==> src/rtl/mips_pkg.sv <==
// Shared definitions for the MIPS pipeline front end.
// Holds the fetch-stage state encoding, the bubble instruction encoding,
// the PC_src encodings coming back from decode, and the jump-target helper.
package mips_pkg;

   // Fetch controller states:
   //   FETCH - a request for PC_F is outstanding on the instruction memory
   //   HOLD  - a word arrived during a stall and is parked in the buffer
   //   DRAIN - an abandoned request is being completed; its data is dropped
   typedef enum logic [1:0] {
      FETCH = 2'd0,
      HOLD  = 2'd1,
      DRAIN = 2'd2
   } fetch_state_t;

   // sll $0,$0,0 encodes as all zeros
   localparam logic [31:0] MIPS_NOP = 32'h0000_0000;

   // PC_src_D encodings: bit1 selects jump regardless of bit0
   localparam logic [1:0] PCSRC_SEQ = 2'b00;
   localparam logic [1:0] PCSRC_BR  = 2'b01;
   localparam logic [1:0] PCSRC_J   = 2'b10;

   // J-type target: upper nibble of PC+4, 26-bit index, word aligned
   function automatic logic [31:0] jump_target(input logic [31:0] pc_plus4,
                                               input logic [31:0] instr);
      return {pc_plus4[31:28], instr[25:0], 2'b00};
   endfunction

endpackage

==> src/rtl/if_id_reg.sv <==
// IF/ID pipeline register.
// Ports:
//   clk, reset         - clock and synchronous active-high reset
//   load               - capture instr_in / pc_plus4_in as a real instruction
//   bubble             - replace the instruction with a NOP, keep pc_plus4
//   instr_in, pc_plus4_in - next instruction word and its PC+4
//   instr, pc_plus4, valid - registered outputs toward decode
// When neither load nor bubble is asserted the register holds (stall).
module if_id_reg
   import mips_pkg::*;
#(
   parameter logic [31:0] NOP_INSTR = MIPS_NOP
) (
   input  logic        clk,
   input  logic        reset,
   input  logic        load,
   input  logic        bubble,
   input  logic [31:0] instr_in,
   input  logic [31:0] pc_plus4_in,
   output logic [31:0] instr,
   output logic [31:0] pc_plus4,
   output logic        valid
);

   // A bubble leaves pc_plus4 untouched so a later jump-target computation
   // never sees a value invented for the bubble.
   always_ff @(posedge clk) begin
      if (reset) begin
         instr    <= NOP_INSTR;
         pc_plus4 <= 32'h0000_0000;
         valid    <= 1'b0;
      end else if (bubble) begin
         instr    <= NOP_INSTR;
         valid    <= 1'b0;
      end else if (load) begin
         instr    <= instr_in;
         pc_plus4 <= pc_plus4_in;
         valid    <= 1'b1;
      end
   end

endmodule

==> src/rtl/fetch_stage.sv <==
// Instruction Fetch stage of the pipelined MIPS core.
// Owns the PC, next-PC selection and the IF/ID register, and talks to a
// variable-latency instruction memory through a req/ready handshake.
// Ports:
//   clk, reset              - clock, synchronous active-high reset
//   PC_src_D, PCbranch_D    - redirect request and branch target from decode
//   stall_FD                - hazard-unit stall of PC and IF/ID
//   imem_addr, imem_req     - instruction memory request
//   imem_rdata, imem_ready  - instruction memory response
//   instr_D, D_PCPlus4_D, valid_D - IF/ID register contents
//   PC_F                    - current fetch PC
module fetch_stage
   import mips_pkg::*;
#(
   parameter logic [31:0] RESET_PC  = 32'h0000_0000,
   parameter logic [31:0] NOP_INSTR = 32'h0000_0000
) (
   input  logic        clk,
   input  logic        reset,
   input  logic [1:0]  PC_src_D,
   input  logic [31:0] PCbranch_D,
   input  logic        stall_FD,
   output logic [31:0] imem_addr,
   output logic        imem_req,
   input  logic [31:0] imem_rdata,
   input  logic        imem_ready,
   output logic [31:0] instr_D,
   output logic [31:0] D_PCPlus4_D,
   output logic        valid_D,
   output logic [31:0] PC_F
);

   fetch_state_t state, state_next;
   logic [31:0]  pc_next;
   logic [31:0]  buf_instr, buf_pc, drain_addr;
   logic         buf_load, drain_load;
   logic         id_load, id_bubble;
   logic [31:0]  id_instr, id_pc4;
   logic         redirect;
   logic [31:0]  target;

   // Only a real instruction in decode may redirect, and a stalled decode
   // has not resolved its branch yet.
   assign redirect = (PC_src_D != PCSRC_SEQ) & valid_D & ~stall_FD;
   assign target   = PC_src_D[1] ? jump_target(D_PCPlus4_D, instr_D) : PCbranch_D;

   // DRAIN keeps presenting the abandoned address so the memory sees a
   // stable request until it completes.
   assign imem_req  = ~reset & (state != HOLD);
   assign imem_addr = (state == DRAIN) ? drain_addr : PC_F;

   // Next-state and datapath control; redirect beats stall beats normal flow.
   always_comb begin
      state_next = state;
      pc_next    = PC_F;
      buf_load   = 1'b0;
      drain_load = 1'b0;
      id_load    = 1'b0;
      id_bubble  = 1'b0;
      id_instr   = imem_rdata;
      id_pc4     = PC_F + 32'd4;
      if (redirect) begin
         id_bubble = 1'b1;
         pc_next   = target;
         case (state)
            FETCH: if (!imem_ready) begin
                      drain_load = 1'b1;
                      state_next = DRAIN;
                   end
            HOLD:  state_next = FETCH;
            default: state_next = state;
         endcase
      end else if (stall_FD) begin
         case (state)
            FETCH: if (imem_ready) begin
                      buf_load   = 1'b1;
                      state_next = HOLD;
                   end
            DRAIN: if (imem_ready) state_next = FETCH;
            default: state_next = state;
         endcase
      end else begin
         case (state)
            FETCH: if (imem_ready) begin
                      id_load = 1'b1;
                      pc_next = PC_F + 32'd4;
                   end else begin
                      id_bubble = 1'b1;
                   end
            HOLD: begin
                      id_load    = 1'b1;
                      id_instr   = buf_instr;
                      id_pc4     = buf_pc + 32'd4;
                      pc_next    = buf_pc + 32'd4;
                      state_next = FETCH;
                   end
            DRAIN: begin
                      id_bubble = 1'b1;
                      if (imem_ready) state_next = FETCH;
                   end
            default: state_next = FETCH;
         endcase
      end
   end

   // PC, controller state, parked word and drain address registers.
   always_ff @(posedge clk) begin
      if (reset) begin
         PC_F       <= RESET_PC;
         state      <= FETCH;
         buf_instr  <= NOP_INSTR;
         buf_pc     <= 32'h0000_0000;
         drain_addr <= 32'h0000_0000;
      end else begin
         PC_F  <= pc_next;
         state <= state_next;
         if (buf_load) begin
            buf_instr <= imem_rdata;
            buf_pc    <= PC_F;
         end
         if (drain_load) drain_addr <= PC_F;
      end
   end

   if_id_reg #(
      .NOP_INSTR (NOP_INSTR)
   ) u_if_id (
      .clk         (clk),
      .reset       (reset),
      .load        (id_load),
      .bubble      (id_bubble),
      .instr_in    (id_instr),
      .pc_plus4_in (id_pc4),
      .instr       (instr_D),
      .pc_plus4    (D_PCPlus4_D),
      .valid       (valid_D)
   );

endmodule

==> config.mk <==
export PLATFORM = sky130hd
export DESIGN_NAME = fetch_stage
export DESIGN_NICKNAME = d
export VERILOG_FILES = /design/src/rtl/mips_pkg.sv /design/src/rtl/if_id_reg.sv /design/src/rtl/fetch_stage.sv
export SDC_FILE = /design/constraint.sdc
export NUM_CORES = 1
export LEC_CHECK = 0
export ABC_AREA = 1
export BUFFER_PORTS_ARGS = -buffer_cell sky130_fd_sc_hd__clkbuf_2
export CAP_MARGIN = 20
export CORE_ASPECT_RATIO = 1.5
export CORE_UTILIZATION = 60
export DETAILED_ROUTE_END_ITERATION = 8
export PLACE_DENSITY = 0.86
export SYNTH_ARGS = -nofsm -noshare
export SYNTH_HDL_FRONTEND = slang
export SYNTH_SLANG_ARGS = --single-unit
export TNS_END_PERCENT = 30
==> constraint.sdc <==
create_clock -name clk -period 4.8 [get_ports clk]
set_input_delay 0.48 -clock clk [delete_from_list [all_inputs] [get_ports clk]]
set_output_delay 0.48 -clock clk [all_outputs]
set_load 0.005 [all_outputs]
**After elaboration in Yosys (flattened, before gate mapping)**

Index checks and enable logic that the tools add are counted.

- Register bits: 195
- Input bits: 70
- Output and inout bits: 130
- Logic and storage cells: 65

- Add/subtract/negate cells: 2
- Eq/ne operators: 9
- Multiplexer cells: 33
- Bitwise operators: 6
- Reduce and logical (&&, ||, !) cells: 7

Operators with widths:

| cell | count |
|---|---|
| $mux 32 | 11 |
| $add 32x3->32 const B | 2 |
| $pmux 32 s2 | 1 |
| $pmux 2 s2 | 3 |
| $mux 1 | 11 |
| $mux 2 | 5 |
| $ne 3x3->1 const B | 3 |
| $reduce_and 5->1 | 1 |
| $ne 2x1->1 const B | 2 |
| $ne 4x1->1 const B | 1 |
| $pmux 1 s2 | 2 |
| $and 1x1->1 | 3 |
| $ne 3x1->1 const B | 1 |
| $not 1->1 | 3 |
| $reduce_and 3->1 | 1 |
| $reduce_bool 3->1 | 1 |
| $eq 2x1->1 const B | 1 |
| $eq 2x2->1 const B | 1 |
| $logic_not 2->1 | 1 |
| $reduce_and 2->1 | 1 |
| $reduce_bool 2->1 | 1 |
| $reduce_or 2->1 | 1 |

**Longest topological paths before layout**

Gate-level depths: netlist of run 1.

- Depth in word-level cells: 6
- Depth in mapped cells: 12
- Gate-level depth less buffers: 12

**Modules after synthesis**

From an unflattened synthesis of run 1, not the netlist that was laid out.

- Cell total of the unflattened synthesis: 1699
- Area total of the unflattened synthesis: 10814.1 um^2

By module, submodules not included:

| module | instances | cells an instance | area each (um^2) | seq. area each (um^2) |
|---|---|---|---|---|
| fetch_stage | 1 | 1349 | 8285.4 | 2602.5 |
| if_id_reg | 1 | 350 | 2528.7 | 1301.2 |

**Least setup slack after synthesis of run 1**

No wires, ideal clock.

- Kind: register to output
- From: reg state[1]
- To: out imem_addr[10]
- Data arrival time: 1.221 ns
- Data required time: 4.320 ns
- Slack: 3.099 ns
- Stages on the path, launching flop included: 6
- Path buffers: 1
- Cell sequence: dfxtp_1 -> inv_2 -> nor2_1 -> clkbuf_1 -> nand2_1 -> o21ai_0

- Longest elaborated chain between the ends: 2

Ends and longest elaborated chain:

| item | RTL line | source |
|---|---|---|
| from (decl) | fetch_stage.sv:33 | `fetch_state_t state, state_next;` |
| from (signal assigned) | fetch_stage.sv:116 | `state <= state_next;` |
| $eq 2x2->1 | fetch_stage.sv:50 | `assign imem_addr = (state == DRAIN) ? drain_addr : PC_F;` |
| $mux 32 | fetch_stage.sv:50 |  |
| to (decl) | fetch_stage.sv:23 | `output logic [31:0] imem_addr,` |

No other way between the ends.

**Worst setup path in the final report of run 1**

- From: in PC_src_D[1]
- To: reg PC_F[10]

- Longest elaborated chain between the ends: 5
- Elaborated cells on any way between the ends: 9
- Classes of those cells: 2 x eq/ne; 2 x mux; 2 x bitwise; 3 x reduce/logical

Ends and longest elaborated chain:

| item | RTL line | source |
|---|---|---|
| from (decl) | fetch_stage.sv:20 | `input logic [1:0] PC_src_D,` |
| $reduce_bool 2->1 | fetch_stage.sv:44 | `assign redirect = (PC_src_D != PCSRC_SEQ) & valid_D & ~stall_FD;` |
| $and 1x1->1 (2 in a row) | fetch_stage.sv:44 |  |
| $ne 3x3->1 (no source line), or another cell as far along | n/a |  |
| $reduce_and 3->1 (no source line) | n/a |  |
| to (signal assigned) | fetch_stage.sv:115 | `PC_F <= pc_next;` |
| to (decl) | fetch_stage.sv:30 | `output logic [31:0] PC_F` |

Several ways; a longest one is shown, not always the timed one.
A chain may end at the register's enable or synchronous reset.

==> flow_metrics.env, run 1 <==
export IMPL_cts_tree="yes"
export IMPL_clock_sinks=195
export IMPL_clock_latency_ns=0.45
export IMPL_portBuffers=199
export IMPL_cts_buffers=17
export IMPL_place_area_sq_um=11060
export IMPL_vias=11220
export IMPL_viasPerCell=5.836
export IMPL_design_area_sq_um=11660
export IMPL_setup_viol=0
export IMPL_grt_use_total_pct=39.38
export IMPL_synth_warnings=0
export IMPL_synth_seq_cells=195
export IMPL_tns_ns=0
export IMPL_seq_area_frac_synth_pct=38.77
export IMPL_p_per_area_nw_per_um2=333.6
export IMPL_hold_ws_ns=0.3281
export IMPL_worstMarginPinSlew_ns=0.9280
export IMPL_ios=200
export IMPL_worstSetupPathType="input port to flip-flop"
export IMPL_syn_area_per_cell_sq_um=6.450
export IMPL_cts_root_buf="clkbuf_16"
export IMPL_clk_pin_slew_ns=0.08
export IMPL_arrival_ns=3.12
export IMPL_antenna_cells=0
export IMPL_drtAntennaViolNets=0
export IMPL_drt_wl_total_um=33650
export IMPL_critPathCaptureType="flip-flop"
export IMPL_fin_util_pct=71.37
export IMPL_required_ns=5.16
export IMPL_status="completed"
export IMPL_first_pass_iters=8
export IMPL_gr_total_overflow=0
export IMPL_finalWorstSetupSlack_ns=2.041
export IMPL_post_cts_resized=0
export IMPL_postCtsSetupBuffers=0
export IMPL_finalMaxSlewViolations=0
export IMPL_dp_slack_ns=1.684
export IMPL_final_common_cell="nand2_1"
export IMPL_dp_hpwl_um=24630
export IMPL_drt_iter0_markers=1136
export IMPL_ir_drop_v=0.0002693
export IMPL_grt_pass1_wl_um=52920
export IMPL_cts_hold_buf=0
export IMPL_cts_htree_levels=4
export IMPL_max_cap_violations=0
export IMPL_die_height_um=160.7
export IMPL_core_area_sq_um=16330
export IMPL_wl_per_cell_um=17.50
export IMPL_dieArea_sq_um=17310
export IMPL_cp_start_kind="input port"
export IMPL_layout_cells_most_common_list="nand2_1, clkbuf_2, dfxtp_1"
export IMPL_synth_area_leaders="dfxtp_1, nand2_1, o21ai_0"
export IMPL_finalClockSkew_ns=0.01651
export IMPL_min_path_type="input port to flip-flop"
export IMPL_synth_top_area_share_pct=38.77
export IMPL_first_global_vias=10460
export IMPL_p_leak_nw=4.931
export IMPL_ys_types=32
export IMPL_period_needed_ns=2.759
export IMPL_dieWidth_um=107.8
export IMPL_clock_path_buffers=2
export IMPL_finalHoldViolations=0
export IMPL_drive_gt1_share_pct=15.32
export IMPL_yosys_area_top_type="dfxtp_1"
export IMPL_num_rows=57
export IMPL_synth_area_sq_um=10070
export IMPL_finalCritPeriodShare_pct=57.47
export IMPL_syn_nets=1633
export IMPL_start_util_pct=61.65
export IMPL_grt_max_degree=66
export IMPL_place_gp_congestion=1.026
export IMPL_drc=0
export IMPL_rsz0062_at_grt="no"
export IMPL_finalNetCount=1776
export IMPL_path_max_fanout=43
export IMPL_syn_to_final_growth_pct=15.77
export IMPL_syn_inst=1561
export IMPL_relSlewSlack_pct=37.99
export IMPL_antenna_found_initial=0
export IMPL_fmax_mhz=362.5
[cell families after synthesis]
group	count (synthesis)	share of synthesized area, %
adder cells (fa/ha/maj)	2	0.2485
flip-flops	195	38.77
AO/OA/AOI/OAI	418	22.33
buffers and inverters	258	10.26
multiplexers	2	0.1988
AND/OR/NAND/NOR	676	27.31
XOR/XNOR	10	0.8699
[state kept, by name, indices dropped and copies added, names as in the netlist]
register,count
PC_F,32
buf_instr,32
buf_pc,32
drain_addr,32
u_if_id.instr,32
u_if_id.pc_plus4,32
state,2
u_if_id.valid,1
[power by group]
part,internal (mW),switching (mW),leakage (nW)
combinational,0.216,0.401,3.05
sequential,1.72,0.113,1.60
clock,0.702,0.735,0.281
[final cells by class]
| cell class | count | area, sq um |
|---|---|---|
| multi-input cells | 1108 | 5144 |
| fillers | 1451 | 4676 |
| flip-flops and latches | 195 | 3904 |
| repair buffers | 213 | 1121 |
| inverters | 169 | 635.6 |
| clock buffers | 18 | 429.2 |
| well taps | 206 | 257.7 |
| clock inverters | 14 | 165.2 |
[worst paths after layout]
| path | from | end | slack (ns) | cells after the start |
|---|---|---|---|---|
| hold reg to reg | buf_instr[31]$_SDFFE_PP0P_ | buf_instr[31]$_SDFFE_PP0P_ | 0.46 | 2 |
| setup reg to reg | state[0]$_SDFFE_PP0P_ | u_if_id.pc_plus4[25]$_SDFFE_PP0P_ | 2.23 | 10 |
| setup / recovery | PC_src_D[1] | PC_F[10]$_SDFFE_PP0P_ | 2.04 | 8 |
| hold / removal | imem_rdata[21] | buf_instr[21]$_SDFFE_PP0P_ | 0.33 | 3 |
[critical path, stage by stage]
cell and delay, ns:
clkbuf_2 0.39, o21ai_1 0.42, nor2_4 0.05, inv_2 0.40, nand2_2 0.56, inv_1 0.50
nand2_1 0.11, a31oi_1 0.18
[per-layer routing]
layer | track usage (%) | up-vias | routed length, um
li1 | - | 5392 | -
met1 | 46.53 | 5105 | 12490
met2 | 64.42 | 589 | 16080
met3 | 7.670 | 137 | 2831
met4 | 25.40 | 0 | 2247
met5 | 0 | - | 0
[stage by stage]
stage,power [mW],std cells
after floorplan,2.211,1561
after global placement,2.452,1890
after detailed placement,2.467,1891
after CTS,3.874,1923
after global routing,4.028,1923
final,3.889,1923
[cells in the mapped netlist]
library cell  instances
nand2_1             441
dfxtp_1             195
o21ai_0             183
a21oi_1             164
inv_1               164
nand3_1             112
nor2_1              103
clkbuf_1             53
o211ai_1             44
buf_2                28
a31oi_1              12
xor2_1                9
nand4_1               7
o21ai_1               7
inv_2                 5
buf_4                 4
nor2_4                4
or2_2                 3
buf_1                 2
buf_6                 2
ha_1                  2
mux2i_1               2
nand2_2               2
nand3b_1              2
nor2_2                2
o2111ai_1             2
o21a_1                2
a22oi_1               1
a41oi_1               1
o21bai_1              1
o221ai_2              1
xnor2_1               1
No activity file was read; power rests on OpenSTA's default activity.
==> inputs of run 2 (changes only) <==
--- a/config.mk
+++ b/config.mk
@@ -9,9 +9,9 @@
 export BUFFER_PORTS_ARGS = -buffer_cell sky130_fd_sc_hd__clkbuf_2
 export CAP_MARGIN = 20
 export CORE_ASPECT_RATIO = 1.5
-export CORE_UTILIZATION = 60
+export CORE_UTILIZATION = 50
 export DETAILED_ROUTE_END_ITERATION = 8
-export PLACE_DENSITY = 0.86
+export PLACE_DENSITY = 0.76
 export SYNTH_ARGS = -nofsm -noshare
 export SYNTH_HDL_FRONTEND = slang
 export SYNTH_SLANG_ARGS = --single-unit
==> constraint.sdc (replaced) <==
create_clock -name clk -period 2.5 [get_ports clk]
set_input_delay 0.25 -clock clk [delete_from_list [all_inputs] [get_ports clk]]
set_output_delay 0.25 -clock clk [all_outputs]
set_load 0.005 [all_outputs]
==> flow_metrics.env, run 2 (same netlist as run 1, synthesis figures left out) <==
export IMPL_status="completed"
export IMPL_path_max_fanout=4
export IMPL_max_cap_violations=0
export IMPL_fmax_mhz=492.4
export IMPL_finalHoldViolations=0
export IMPL_grt_max_degree=129
export IMPL_dp_slack_ns=0.5166
export IMPL_finalMaxSlewViolations=0
export IMPL_drc=0
export IMPL_layout_cells_most_common_list="nand2_1, clkbuf_2, dfxtp_1"
export IMPL_clkPwrFrac_pct=37.3
export IMPL_grt_pass1_wl_um=54330
export IMPL_hold_ws_ns=0.09187
export IMPL_power_switching_share_pct=29.32
export IMPL_rrSetupSlack_ns=0.47
export IMPL_p_per_area_nw_per_um2=637.8
export IMPL_antenna_found_initial=0
export IMPL_finalCritPeriodShare_pct=81.24
export IMPL_post_cts_resized=0
export IMPL_finalClockSkew_ns=0.01261
export IMPL_clock_latency_ns=0.45
export IMPL_syn_to_final_growth_pct=17.81
export IMPL_clock_sinks=195
export IMPL_rsz0062_at_grt="no"
export IMPL_cts_buffers=17
export IMPL_drtAntennaViolNets=0
export IMPL_relSlewSlack_pct=57.36
export IMPL_num_rows=63
export IMPL_cts_htree_levels=4
export IMPL_grt_use_total_pct=33.49
export IMPL_postCtsSetupBuffers=0
export IMPL_min_path_type="input port to flip-flop"
export IMPL_start_util_pct=50.89
export IMPL_final_common_cell="nand2_1"
export IMPL_worstSetupPathType="flip-flop to flip-flop"
export IMPL_p_sw_mw=2.218
export IMPL_clock_path_buffers=2
export IMPL_finalWorstSetupSlack_ns=0.4691
export IMPL_cp_start_kind="flip-flop"
export IMPL_first_global_vias=10150
export IMPL_p_int_mw=5.347
export IMPL_required_ns=2.84
export IMPL_ios=200
export IMPL_first_pass_iters=6
export IMPL_dieWidth_um=117.9
export IMPL_p_leak_nw=5.019
export IMPL_power_frac_comb_pct=16.4
export IMPL_tns_ns=0
export IMPL_ir_drop_v=0.0006154
export IMPL_drt_iter0_markers=911
export IMPL_critPathCaptureType="flip-flop"
export IMPL_cts_tree="yes"
export IMPL_gr_total_overflow=0
export IMPL_antenna_cells=0
export IMPL_arrival_ns=2.37
export IMPL_dp_hpwl_um=25660
export IMPL_cts_root_buf="clkbuf_16"
export IMPL_dieArea_sq_um=20720
export IMPL_drive_gt1_share_pct=15.78
export IMPL_wl_per_cell_um=17.51
export IMPL_finalNetCount=1790
export IMPL_die_height_um=175.8
export IMPL_portBuffers=199
export IMPL_vias=11080
export IMPL_worstMarginPinSlew_ns=0.6396
export IMPL_seqPwrFrac_pct=46.4
export IMPL_viasPerCell=5.567
export IMPL_fin_util_pct=59.95
export IMPL_core_area_sq_um=19790
export IMPL_cts_hold_buf=0
export IMPL_setup_viol=0
export IMPL_p_total_mw=7.565
export IMPL_clk_pin_slew_ns=0.07
export IMPL_drt_wl_total_um=34850
export IMPL_place_gp_congestion=1.011
export IMPL_period_needed_ns=2.031
run 2: cell types whose count changed in the layout (fill, tap and decap cells not counted), sizes merged:
cell and change:
buf +14, inv -5, clkbuf +4, bufinv +3
clkinv -2, clkinvlp -1
run 2: worst paths after layout:
| path | startpoint | end | cells past startpoint |
|---|---|---|---|
| setup / recovery | PC_F[2]$_SDFFE_PP0P_ | PC_F[22]$_SDFFE_PP0P_ | 12 |
| hold / removal | PCbranch_D[0] | PC_F[0]$_SDFFE_PP0P_ | 3 |
| setup reg to reg | PC_F[2]$_SDFFE_PP0P_ | PC_F[22]$_SDFFE_PP0P_ | 12 |
| hold reg to reg | buf_instr[21]$_SDFFE_PP0P_ | buf_instr[21]$_SDFFE_PP0P_ | 2 |
run 2: power groups by stage:
stage               clock network [mW]  logic (mW)  registers, mW
floorplan                            0       0.726           3.52
global placement                     0        1.20           3.57
detailed placement                   0        1.22           3.57
CTS                               2.84        1.23           3.50
global route                      2.93        1.37           3.53
finish                            2.82        1.24           3.51
run 2: metal layers:
layer  part of all wire, %  vias up  global-route usage (%)
met5                     0        -                       0
met4                   5.3        0                   19.44
met3                   6.6       93                   6.039
met2                    49      488                   56.47
met1                    40     5072                   39.77
li1                      -     5425                       -
run 2: worst max-delay path, stage by stage, from the launching register on:
cell and delay (ns):
dfxtp_1 0.37, ha_1 0.21, nand3_1 0.18, inv_1 0.19
nand2_1 0.14, inv_1 0.14, nand2_1 0.11, o21ai_0 0.16
nand3_1 0.13, nand3_1 0.12, nand3_1 0.07, nand2_1 0.07
inv_1 0.04
run 2: per-stage QoR:
stage                     cells  area (sq um)
final                      1990         11860
after global routing       1990         11860
after CTS                  1990         11860
after detailed placement   1959         11280
after global placement     1959         11280
after floorplan            1561         10070
run 2: cell type report:
cell class                      instances  area (sq um)
Tap cell                              260         325.3
Multi-Input combinational cell       1108          5144
Fill cell                            1958          7924
Clock inverter                          9         130.1
Sequential cell                       195          3904
Timing Repair Buffer                  227          1269
Clock buffer                           22         454.2
Inverter                              169         635.6
==> inputs of run 3 (changes only) <==
==> constraint.sdc (replaced) <==
create_clock -name clk -period 1.82 [get_ports clk]
set_input_delay 0.182 -clock clk [delete_from_list [all_inputs] [get_ports clk]]
set_output_delay 0.182 -clock clk [all_outputs]
set_load 0.005 [all_outputs]
==> flow_metrics.env, run 3 (same netlist as run 1, synthesis figures left out) <==
export IMPL_status="finished with violations"
export IMPL_violations="setup timing"
export IMPL_worstSetupPathType="flip-flop to output pin"
export IMPL_finalMaxSlewViolations=0
export IMPL_dp_hpwl_um=27120
export IMPL_dieWidth_um=117.9
export IMPL_required_ns=1.64
export IMPL_path_max_fanout=8
export IMPL_cts_hold_buf=0
export IMPL_finalClockSkew_ns=0.01504
export IMPL_finalNetCount=1872
export IMPL_drive_gt1_share_pct=23.44
export IMPL_first_global_vias=11090
export IMPL_layout_cells_most_common_list="nand2_1, clkbuf_2, dfxtp_1"
export IMPL_cts_tree="yes"
export IMPL_drtAntennaViolNets=0
export IMPL_ir_drop_v=0.0006949
export IMPL_portBuffers=199
export IMPL_cts_buffers=17
export IMPL_clock_path_buffers=2
export IMPL_hold_ws_ns=0.02067
export IMPL_start_util_pct=50.89
export IMPL_grt_max_degree=114
export IMPL_period_needed_ns=1.831
export IMPL_ios=200
export IMPL_core_area_sq_um=19790
export IMPL_p_total_mw=10.40
export IMPL_arrival_ns=1.65
export IMPL_critPathCaptureType="output pin"
export IMPL_setup_viol=2
export IMPL_cp_start_kind="flip-flop"
export IMPL_drt_wl_total_um=38360
export IMPL_syn_to_final_growth_pct=27.99
export IMPL_first_pass_iters=6
export IMPL_antenna_found_initial=0
export IMPL_fin_util_pct=65.13
export IMPL_p_leak_nw=5.533
export IMPL_rsz0062_at_grt="yes"
export IMPL_gr_total_overflow=0
export IMPL_clock_latency_ns=0.45
export IMPL_clk_pin_slew_ns=0.07
export IMPL_max_cap_violations=0
export IMPL_relSlewSlack_pct=67.54
export IMPL_clock_sinks=195
export IMPL_drc=0
export IMPL_die_height_um=175.8
export IMPL_antenna_cells=0
export IMPL_drt_iter0_markers=944
export IMPL_wl_per_cell_um=18.51
export IMPL_finalWorstSetupSlack_ns=-0.01118
export IMPL_grt_pass1_wl_um=59420
export IMPL_vias=11680
export IMPL_finalHoldViolations=0
export IMPL_cts_htree_levels=4
export IMPL_worstMarginPinSlew_ns=0.4869
export IMPL_viasPerCell=5.632
export IMPL_grt_use_total_pct=37.12
export IMPL_num_rows=63
export IMPL_p_per_area_nw_per_um2=807.4
export IMPL_tns_ns=-0.02045
export IMPL_dieArea_sq_um=20720
export IMPL_fmax_mhz=546.1
export IMPL_finalCritPeriodShare_pct=100.6
export IMPL_final_common_cell="nand2_1"
export IMPL_min_path_type="input port to flip-flop"
export IMPL_place_gp_congestion=1.031
export IMPL_cts_root_buf="clkbuf_16"
[run 3: cell count changes in the layout (fill, tap and decap cells not counted), moves of 10 or more]
| cell | before | now |
|---|---|---|
| nor2_2 | 1 | 17 |
| nor2_1 | 102 | 83 |
| o21ai_2 | 0 | 13 |
| buf_12 | 5 | 15 |
| dfxtp_1 | 195 | 177 |
| dfxtp_2 | 0 | 13 |
| o21ai_0 | 183 | 150 |
| buf_4 | 23 | 88 |
| o21ai_1 | 7 | 27 |
[run 3: path summary, 6_finish.rpt]
check	from	to	slack, ns	depth (start not counted)
max reg2reg	buf_pc[3]$_SDFFE_PP0P_	u_if_id.pc_plus4[20]$_SDFFE_PP0P_	0.05	13
min	PCbranch_D[1]	PC_F[1]$_SDFFE_PP0P_	0.02	3
min reg2reg	buf_instr[22]$_SDFFE_PP0P_	buf_instr[22]$_SDFFE_PP0P_	0.45	2
max	state[0]$_SDFFE_PP0P_	imem_addr[8]	-0.01	8
[run 3: final cells by class]
class | instances | area (sq um)
inverters | 169 | 641.9
flip-flops and latches | 195 | 3939
clock inverters | 11 | 101.3
multi-input cells | 1108 | 5328
well taps | 260 | 325.3
repair buffers | 309 | 2101
clock buffers | 21 | 450.4
fillers | 1833 | 6899
[run 3: where the power goes]
| part | switching, mW | total [mW] | internal [mW] |
|---|---|---|---|
| clock | 1.71 | 3.64 | 1.93 |
| sequential | 0.228 | 4.78 | 4.55 |
| combinational | 1.23 | 1.99 | 0.766 |
[run 3: timing repair]
item                       in CTS  in global routing
pin swaps                       2                  8
cloned                          5                  0
setup endpoints to repair      37                 79
gates resized for setup        55                 69
setup buffers                   5                  6
[run 3: worst max-delay path, cell delays in order, from the launching register on]
cell and delay (ns):
dfxtp_2 0.32, buf_6 0.11, nor2_4 0.11, buf_6 0.13, buf_12 0.13, buf_16 0.15
nand2_1 0.06, nand2_1 0.07, clkbuf_2 0.11
[run 3: routing by layer]
metal | GRT usage [%] | part of all wire (%) | wire (um)
met5 | 0 | 0 | 0
met4 | 25.00 | 6.9 | 2638
met3 | 6.721 | 8.1 | 3107
met2 | 61.62 | 47 | 18110
met1 | 43.56 | 38 | 14510
[run 3: metrics by stage]
step / setup WS [ns] / instances / area (sq um)
6_report: -0.01118 / 2073 / 12890
5_1_grt: -0.09085 / 2073 / 12890
4_1_cts: -0.04241 / 2069 / 12700
3_5_place_dp: -0.01514 / 2027 / 11890
3_3_place_gp: 0.004105 / 2027 / 11890
2_1_floorplan: 0.1334 / 1561 / 10070
